[src/rtl/noc_pkg.sv]
// Types and constants shared by the NoC router blocks (input FIFO, arbiters, crossbar).
package noc_pkg;

    localparam int DATA_WIDTH_DEFAULT = 32;
    localparam int NUM_PORTS          = 5;

    typedef enum logic [2:0] {
        PORT_N = 3'd0,
        PORT_E = 3'd1,
        PORT_W = 3'd2,
        PORT_S = 3'd3,
        PORT_L = 3'd4
    } port_idx_e;

    typedef logic [DATA_WIDTH_DEFAULT-1:0] flit_t;

    // True when more than one output arbiter grants the same input in one cycle.
    function automatic logic multi_hot(input logic [NUM_PORTS-1:0] v);
        return ($countones(v) > 1);
    endfunction

endpackage

[src/rtl/noc_input_fifo_if.sv]
// Upstream handshake, downstream read enables and status of one router input buffer.
interface noc_input_fifo_if
    import noc_pkg::*;
#(
    parameter int DATA_WIDTH = DATA_WIDTH_DEFAULT,
    parameter int DEPTH      = 4
);
    localparam int PTR_W = $clog2(DEPTH);

    logic                  DRTS;
    logic [DATA_WIDTH-1:0] Data_in;
    logic                  CTS;
    logic                  read_en_N;
    logic                  read_en_E;
    logic                  read_en_W;
    logic                  read_en_S;
    logic                  read_en_L;
    logic [DATA_WIDTH-1:0] Data_out;
    logic                  empty;
    logic                  full;
    logic [PTR_W:0]        count;
    logic                  err_multi_read;

    // Master is the router fabric around the buffer; slave is the buffer itself.
    modport master (
        output DRTS, Data_in, read_en_N, read_en_E, read_en_W, read_en_S, read_en_L,
        input  CTS, Data_out, empty, full, count, err_multi_read
    );

    modport slave (
        input  DRTS, Data_in, read_en_N, read_en_E, read_en_W, read_en_S, read_en_L,
        output CTS, Data_out, empty, full, count, err_multi_read
    );

endinterface

[src/rtl/noc_fifo_hs_ctrl.sv]
// RTS/CTS write handshake: registered CTS and the write strobe for the input buffer.
module noc_fifo_hs_ctrl (
    input  logic clk,
    input  logic rst,
    input  logic drts,
    input  logic full,
    output logic cts,
    output logic wr_fire
);

    logic cts_q;
    logic cts_d;

    // A write is accepted only from the idle phase, so CTS pulses for one cycle per flit.
    always_comb begin
        cts_d = drts & ~cts_q & ~full;
    end

    always_ff @(posedge clk) begin
        if (rst) begin
            cts_q <= 1'b0;
        end else begin
            cts_q <= cts_d;
        end
    end

    assign cts     = cts_q;
    assign wr_fire = cts_d;

endmodule

[src/rtl/noc_input_fifo.sv]
// Per-port router input buffer: RTS/CTS write side, head flit to the crossbar, pop on any grant.
module noc_input_fifo
    import noc_pkg::*;
#(
    parameter int DATA_WIDTH = DATA_WIDTH_DEFAULT,
    parameter int DEPTH      = 4
) (
    input  logic             clk,
    input  logic             rst,
    noc_input_fifo_if.slave  bus
);

    localparam int             PTR_W   = $clog2(DEPTH);
    localparam logic [PTR_W:0] PTR_ONE = 1;

    typedef logic [DATA_WIDTH-1:0] word_t;

    logic [PTR_W:0]       wr_ptr_q;
    logic [PTR_W:0]       wr_ptr_d;
    logic [PTR_W:0]       rd_ptr_q;
    logic [PTR_W:0]       rd_ptr_d;
    logic                 err_q;
    logic                 err_d;
    word_t                mem_q [DEPTH];
    word_t                mem_d [DEPTH];

    logic                 wr_fire;
    logic                 rd_fire;
    logic                 empty_w;
    logic                 full_w;
    logic [NUM_PORTS-1:0] rd_vec;

    noc_fifo_hs_ctrl u_hs_ctrl (
        .clk     (clk),
        .rst     (rst),
        .drts    (bus.DRTS),
        .full    (full_w),
        .cts     (bus.CTS),
        .wr_fire (wr_fire)
    );

    // Bit order follows port_idx_e: N is bit 0, L is bit 4.
    assign rd_vec  = {bus.read_en_L, bus.read_en_S, bus.read_en_W, bus.read_en_E, bus.read_en_N};
    assign empty_w = (rd_ptr_q == wr_ptr_q);
    assign full_w  = (rd_ptr_q[PTR_W-1:0] == wr_ptr_q[PTR_W-1:0]) &&
                     (rd_ptr_q[PTR_W] != wr_ptr_q[PTR_W]);
    assign rd_fire = (|rd_vec) & ~empty_w;

    always_comb begin
        wr_ptr_d = wr_ptr_q;
        rd_ptr_d = rd_ptr_q;
        mem_d    = mem_q;
        err_d    = err_q | multi_hot(rd_vec);
        if (wr_fire) begin
            mem_d[wr_ptr_q[PTR_W-1:0]] = bus.Data_in;
            wr_ptr_d                   = wr_ptr_q + PTR_ONE;
        end
        if (rd_fire) begin
            rd_ptr_d = rd_ptr_q + PTR_ONE;
        end
    end

    always_ff @(posedge clk) begin
        if (rst) begin
            wr_ptr_q <= '0;
            rd_ptr_q <= '0;
            err_q    <= 1'b0;
        end else begin
            wr_ptr_q <= wr_ptr_d;
            rd_ptr_q <= rd_ptr_d;
            err_q    <= err_d;
        end
    end

    // Flit storage carries no reset; stale contents are never visible while empty.
    always_ff @(posedge clk) begin
        mem_q <= mem_d;
    end

    assign bus.Data_out       = mem_q[rd_ptr_q[PTR_W-1:0]];
    assign bus.empty          = empty_w;
    assign bus.full           = full_w;
    assign bus.count          = wr_ptr_q - rd_ptr_q;
    assign bus.err_multi_read = err_q;

endmodule

[src/flat_wrapper.sv]
// flat-port wrapper written by rule: the top's interface ports become plain ports
module noc_input_fifo_flat import noc_pkg::*;
#(
    parameter int DATA_WIDTH = DATA_WIDTH_DEFAULT,
    parameter int DEPTH      = 4
)
  (clk, rst, bus_DRTS, bus_Data_in, bus_read_en_N, bus_read_en_E, bus_read_en_W, bus_read_en_S, bus_read_en_L, bus_CTS, bus_Data_out, bus_empty, bus_full, bus_count, bus_err_multi_read);
  noc_input_fifo_if #(.DATA_WIDTH(DATA_WIDTH), .DEPTH(DEPTH)) bus_i ();
  input  logic clk;
  input  logic rst;
  input wire logic [$bits(bus_i.DRTS)-1:0] bus_DRTS;
  input wire logic [$bits(bus_i.Data_in)-1:0] bus_Data_in;
  input wire logic [$bits(bus_i.read_en_N)-1:0] bus_read_en_N;
  input wire logic [$bits(bus_i.read_en_E)-1:0] bus_read_en_E;
  input wire logic [$bits(bus_i.read_en_W)-1:0] bus_read_en_W;
  input wire logic [$bits(bus_i.read_en_S)-1:0] bus_read_en_S;
  input wire logic [$bits(bus_i.read_en_L)-1:0] bus_read_en_L;
  output wire logic [$bits(bus_i.CTS)-1:0] bus_CTS;
  output wire logic [$bits(bus_i.Data_out)-1:0] bus_Data_out;
  output wire logic [$bits(bus_i.empty)-1:0] bus_empty;
  output wire logic [$bits(bus_i.full)-1:0] bus_full;
  output wire logic [$bits(bus_i.count)-1:0] bus_count;
  output wire logic [$bits(bus_i.err_multi_read)-1:0] bus_err_multi_read;
  assign bus_i.DRTS = bus_DRTS;
  assign bus_i.Data_in = bus_Data_in;
  assign bus_i.read_en_N = bus_read_en_N;
  assign bus_i.read_en_E = bus_read_en_E;
  assign bus_i.read_en_W = bus_read_en_W;
  assign bus_i.read_en_S = bus_read_en_S;
  assign bus_i.read_en_L = bus_read_en_L;
  assign bus_CTS = bus_i.CTS;
  assign bus_Data_out = bus_i.Data_out;
  assign bus_empty = bus_i.empty;
  assign bus_full = bus_i.full;
  assign bus_count = bus_i.count;
  assign bus_err_multi_read = bus_i.err_multi_read;
  noc_input_fifo #(.DATA_WIDTH(DATA_WIDTH), .DEPTH(DEPTH)) u_core (.clk(clk), .rst(rst), .bus(bus_i));
endmodule
[config.mk]
export PLATFORM = sky130hd
export DESIGN_NAME = noc_input_fifo_flat
export DESIGN_NICKNAME = d
export VERILOG_FILES = /design/src/rtl/noc_pkg.sv /design/src/rtl/noc_input_fifo_if.sv /design/src/rtl/noc_fifo_hs_ctrl.sv /design/src/rtl/noc_input_fifo.sv /design/src/flat_wrapper.sv
export SDC_FILE = /design/constraint.sdc
export NUM_CORES = 1
export LEC_CHECK = 0
export BUFFER_PORTS_ARGS = -buffer_cell sky130_fd_sc_hd__buf_2
export CAP_MARGIN = 20
export CORE_AREA = 5 5 103 105
export DETAILED_ROUTE_END_ITERATION = 7
export DIE_AREA = 0 0 108 110
export GPL_TIMING_DRIVEN = 0
export PLACE_DENSITY = 0.77
export SLEW_MARGIN = 20
export SYNTH_ARGS = -nofsm -noshare
export SYNTH_HDL_FRONTEND = slang
export SYNTH_HIERARCHICAL = 1
export SYNTH_SLANG_ARGS = --single-unit
[constraint.sdc]
create_clock -name clk -period 4.4 [get_ports clk]
set_clock_uncertainty 0.2 [all_clocks]
set_input_delay 0.22 -clock clk [delete_from_list [all_inputs] [get_ports clk]]
set_output_delay 0.22 -clock clk [all_outputs]
set_load 0.01 [all_outputs]
Word-level counts from Yosys, hierarchy flattened
Cells that the tools add are included.
{"block": "totals", "ff_bits": 136, "in_bits": 40, "out_inout_bits": 39, "word_cells": 40}
{"block": "classes", "addsub": 7, "magnitude_cmp": 4, "eq_ne": 3, "n_mux": 6, "bitwise_logic": 9, "n_reduce_logical": 3}
{"op": "128-bit bitwise mux", "n": 1}
{"op": "32-bit two-way mux", "n": 3}
{"op": "32-bit binary-select mux with 2-bit select", "n": 1}
{"op": "32-bit demux with 2-bit select", "n": 1}
{"op": "32-bit by 1-bit adder with 32-bit output", "n": 1}
{"op": "32-bit adder", "n": 1}
{"op": "32-bit by 2-bit > comparator with 1-bit output (second input constant)", "n": 1}
{"op": "3-bit by 1-bit adder with 3-bit output (second input constant)", "n": 2}
{"op": "3-bit >= comparator (second input constant)", "n": 2}
{"op": "2-bit NOT with 3-bit output", "n": 2}
{"op": "5-bit OR reduction", "n": 1}
{"op": "1-bit by 1-bit adder with 2-bit output", "n": 2}
{"op": "1-bit AND", "n": 3}
{"op": "3-bit equality test", "n": 1}
{"op": "3-bit by 1-bit < comparator with 1-bit output (second input constant)", "n": 1}
{"op": "1-bit NOT", "n": 3}
{"op": "3-bit subtractor", "n": 1}
{"op": "2-bit equality test", "n": 1}
{"op": "1-bit logical AND", "n": 2}
{"op": "1-bit != test", "n": 1}
{"op": "1-bit bitwise OR", "n": 1}

Longest topological paths before layout
{"block": "depth", "ltp_word": 6, "mapped_depth": 10, "ltp_nobuf": 8}

Modules after synthesis
The synthesis kept the hierarchy.
{"mod": "noc_input_fifo", "instances": 1, "cells_each": 226, "area_each_um2": 5167.5, "seq_area_each_um2": 3983.8}
{"mod": "noc_fifo_hs_ctrl", "instances": 1, "cells_each": 3, "area_each_um2": 42.5, "seq_area_each_um2": 20.0}

Worst setup path after synthesis
No wires, ideal clock.
{"block": "synth_path", "path_kind": "flip-flop to flip-flop", "startpoint": "register u_core.rd_ptr_q[1]", "endpoint": "register u_core/mem_q[0] (netlist bit), enable pin", "setup_ns": 0.394, "arrival_ns": 2.717, "required_ns": 3.806, "path_slack_ns": 1.089, "path_stages_with_launch": 9, "path_buffers": 2, "synth_period_minus_slack_ns": 3.311, "path_cell_list": "dfxtp_1 -> clkbuf_1 -> buf_2 -> inv_1 -> ha_1 -> nand2_1 -> nor2_1 -> nor3b_1 -> and2_1"}
{"block": "synth_via", "elab_chain_cells": 4}
{"element": "from (decl)", "line": "noc_input_fifo.sv:20", "text": "logic [PTR_W:0] rd_ptr_q;"}
{"element": "from (signal assigned)", "line": "noc_input_fifo.sv:70", "text": "rd_ptr_q <= rd_ptr_d;"}
{"element": "2-bit equality test", "line": "noc_input_fifo.sv:45", "text": "assign full_w = (rd_ptr_q[PTR_W-1:0] == wr_ptr_q[PTR_W-1:0]) &&"}
{"element": "1-bit logical AND", "line": "noc_input_fifo.sv:45"}
{"element": "via bus_full", "line": "flat_wrapper.sv:21", "text": "output wire logic [$bits(bus_i.full)-1:0] bus_full;"}
{"element": "1-bit NOT", "line": "noc_fifo_hs_ctrl.sv:16", "text": "cts_d = drts & ~cts_q & ~full;"}
{"element": "1-bit AND", "line": "noc_fifo_hs_ctrl.sv:16"}
{"element": "via u_core.wr_fire", "line": "noc_input_fifo.sv:27", "text": "logic wr_fire;"}
{"element": "to (signal assigned)", "line": "noc_input_fifo.sv:77", "text": "mem_q <= mem_d;"}
{"element": "to (decl)", "line": "noc_input_fifo.sv:24", "text": "word_t mem_q [DEPTH];"}
The timed path passes the listed nets, and every way through them passes these cells.
A chain may end at the register's enable or synchronous reset.

Worst setup path after layout
{"block": "layout_path", "startpoint": "register u_core.rd_ptr_q[1]", "endpoint": "register u_core/mem_q[62] (netlist bit), enable pin"}
{"block": "layout_via", "elab_chain_cells": 4}
{"element": "2-bit equality test", "line": "noc_input_fifo.sv:45"}
{"element": "1-bit logical AND", "line": "noc_input_fifo.sv:45"}
{"element": "1-bit NOT", "line": "noc_fifo_hs_ctrl.sv:16"}
{"element": "1-bit AND", "line": "noc_fifo_hs_ctrl.sv:16"}
{"element": "via u_core.wr_fire", "line": "noc_input_fifo.sv:27"}
The timed path passes the listed nets, and every way through them passes these cells.

==> flow_metrics.env <==
export IMPL_status="finished, final reports clean"
export IMPL_synth_cell_type_count=27
export IMPL_vias=2673
export IMPL_wl_per_cell_um=17.9
export IMPL_cts_tree="yes"
export IMPL_numCtsBuffers=17
export IMPL_synthSimpleGateAreaFrac_pct=2.31
export IMPL_finalHoldViolCount=0
export IMPL_setup_viol_count_final=0
export IMPL_crit_fanout=18
export IMPL_area_delta_synth_final_pct=31.4
export IMPL_crit_required_ns=4.39
export IMPL_syn_nets=280
export IMPL_seqCellArea_um2=4000
export IMPL_grt_usage_pct=16.9
export IMPL_timing_final_crit_share_pct=82.1
export IMPL_critical_path_class="reg -> reg"
export IMPL_viasPerCell=5.21
export IMPL_yosysTopAreaCellShare_pct=73.8
export IMPL_antenna_left=0
export IMPL_muxShareOfSynthArea_pct=14.6
export IMPL_synth_compound_area_share_pct=0.648
export IMPL_min_period_ns=3.61
export IMPL_drc=0
export IMPL_grt_pass1_vias=2839
export IMPL_grtUsageMet1_pct=22.9
export IMPL_drt_wl_total_mm=9.20
export IMPL_fillers=611
export IMPL_hold_class="in -> reg"
export IMPL_layout_nets=418
export IMPL_rsz0062_at_grt="false"
export IMPL_drtIter0Drc=87
export IMPL_synthesis_area_um2=5210
export IMPL_cts_root_buffer="clkbuf_8"
export IMPL_clock_sinks=136
export IMPL_hold_depth=4
export IMPL_grt_util_met3_pct=3.96
export IMPL_relSlewSlack_pct=48.8
export IMPL_netlist_instances=229
export IMPL_worst_r2r_path_depth=9
export IMPL_dp_hpwl_mm=5.82
export IMPL_synth_xor_xnor_area_share_pct=0.817
export IMPL_seq_area_frac_synth_pct=76.8
export IMPL_h_tree_depth=4
export IMPL_synth_seq_cells=136
export IMPL_worstMarginPinSlew_ns=0.767
export IMPL_async_flop_share_pct=0
export IMPL_die_x_um=108
export IMPL_start_util_pct=54.6
export IMPL_synth_top_family_by_area="multiplexers"
export IMPL_dr_pass1_iters=4
export IMPL_crit_path_start_kind="register"
export IMPL_power_leakage_nw=2.45
export IMPL_die_area_um2=11900
export IMPL_fmax_mhz=277
export IMPL_synthTopCellsByArea="edfxtp_1 74%, mux4_2 14%, dfxtp_1 3.1%"
export IMPL_grt_max_degree=21
export IMPL_synth_edf_count=128
export IMPL_slew_viol_final=0
export IMPL_overflow=0
export IMPL_multiInputGateArea_um2=1120
export IMPL_synthTopCellsByCount="128 x edfxtp_1, 32 x mux4_2, 10 x inv_1"
export IMPL_p_per_area_nw_per_um2=555
export IMPL_grtUsageMet2_pct=27.6
export IMPL_clk_latency_ns=0.49
export IMPL_setup_tns_ns=0
export IMPL_grt_busiest_layer="met2"
export IMPL_antenna_found_initial=0
export IMPL_clockBufferDepth=2
export IMPL_place_congestion=0.675
export IMPL_vdd_drop_max_v=0.000403
export IMPL_final_layout_size_suffix_gt1_share_pct=41.8
export IMPL_synth_ff_type="edfxtp_1"
export IMPL_yosysMostFrequentCell="edfxtp_1"
export IMPL_critPathCaptureType="register"
export IMPL_core_area_um2=9550
export IMPL_grt_pass1_wl_mm=14.7
export IMPL_io_pins=79
export IMPL_cp_arrival_ns=3.60
export IMPL_totalPowerFinal_mw=3.80
export IMPL_drv_cap=0
export IMPL_synth_top_area_cell="edfxtp_1"
export IMPL_num_antenna_cells=0
export IMPL_ys_warn_count=6
export IMPL_clkTransAtPathRegs_ns=0.06
export IMPL_synthAdderAreaFrac_pct=2.93
export IMPL_num_rows=36
export IMPL_synth_avg_cell_area_um2=22.8
export IMPL_dieHeight_um=110
export IMPL_io_buffers=78
-- state kept, by name, summed over array words and instances (netlist names) --
register / count
u_core/mem_q: 128
u_core/rd_ptr_q: 3
u_core/wr_ptr_q: 3
u_core/bus.err_multi_read: 1
u_core/u_hs_ctrl/cts: 1
-- cell usage in the layout (no fill, tap or decap), types with 2 or more instances in the layout --
master	synthesis	routed
buf_2	3	81
edfxtp_1	128	128
clkbuf_1	2	4
nor2_1	6	6
bufinv_16	0	3
mux4_2	32	32
nand2b_1	2	2
xnor2_1	2	2
mux2i_1	2	2
clkbuf_16	0	16
buf_16	0	4
clkinv_4	0	6
fa_1	2	2
nor2b_1	2	2
mux2_1	2	2
clkinvlp_4	0	3
and2_2	0	4
ha_1	9	9
nor4b_2	2	2
inv_1	10	10
dfxtp_1	8	8
buf_4	3	3
dlygate4sd3_1	0	37
-- through the flow --
| step | setup slack, ns | instances | util [%] | instance area [µm²] | hold slack (ns) |
|---|---|---|---|---|---|
| floorplan | 1.09 | 229 | - | 5210 | 0.0942 |
| detailed placement | 0.785 | 444 | 61.6 | 5880 | 0.218 |
| global placement | 0.132 | 440 | 60.4 | 5770 | 0.207 |
| global route | 0.585 | 513 | 71.7 | 6850 | 0.0926 |
| finish | 0.788 | 513 | 71.7 | 6850 | 0.0929 |
| CTS | 0.760 | 513 | 71.7 | 6850 | 0.0550 |
-- worst max-delay path: stages (launching register included) --
cell      delay (ns)
dfxtp_1         0.34
clkbuf_1        0.31
buf_2           0.34
inv_1           0.13
ha_1            0.35
nand2_1         0.09
nor2_1          0.06
nor3b_1         0.65
and2_2          0.61
buf_16          0.23
-- logic make-up (layout without fill, tap and decap cells) --
family                   Yosys count  count (layout)
flip-flops                       136             136
multiplexers                      36              36
AND/OR/NAND/NOR                   19              19
buffers and inverters             19             170
adder cells (fa/ha/maj)           11              11
AO/OA/AOI/OAI                      4               4
XOR/XNOR                           4               4
-- final cells by class --
type | instances | share of cell area (%)
sequential | 136 | 58.5
multi-input combinational | 74 | 16.3
timing repair buffer | 119 | 12.7
clock buffer | 19 | 6.16
clock inverter | 13 | 2.54
tap | 133 | 2.43
buffer | 9 | 0.822
inverter | 10 | 0.548
-- worst paths after layout --
path	start	slack, ns	endpoint
worst max-delay path	u_core/rd_ptr_q[1]$_SDFFE_PP0P_	0.79	u_core/mem_q[62]$_DFFE_PP_
worst min-delay path	bus_DRTS	0.09	u_core/wr_ptr_q[1]$_SDFFE_PP0P_
worst max register to register	u_core/rd_ptr_q[1]$_SDFFE_PP0P_	0.79	u_core/mem_q[62]$_DFFE_PP_
worst min register to register	u_core/wr_ptr_q[2]$_SDFFE_PP0P_	0.37	u_core/wr_ptr_q[2]$_SDFFE_PP0P_
-- metal layers --
metal  wire, µm  vias to the layer above
li1           -                     1210
met1       4050                     1397
met2       4750                       64
met3        369                        2
met4         29                        0
met5          0                        -
-- power breakdown --
group          switching [mW]  total [mW]  internal, mW  leakage (nW)
sequential             0.0236        1.52          1.50          1.24
combinational           0.452       0.908         0.456         0.935
clock                   0.502        1.37         0.870         0.279
-- what timing repair did --
item / CTS / global route
hold buffers: 37 / 0
resized for setup: 0 / 0
endpoints found under the hold margin: 130 / 0
buffers inserted: 0 / 0
No activity file was read; power rests on OpenSTA's default activity.
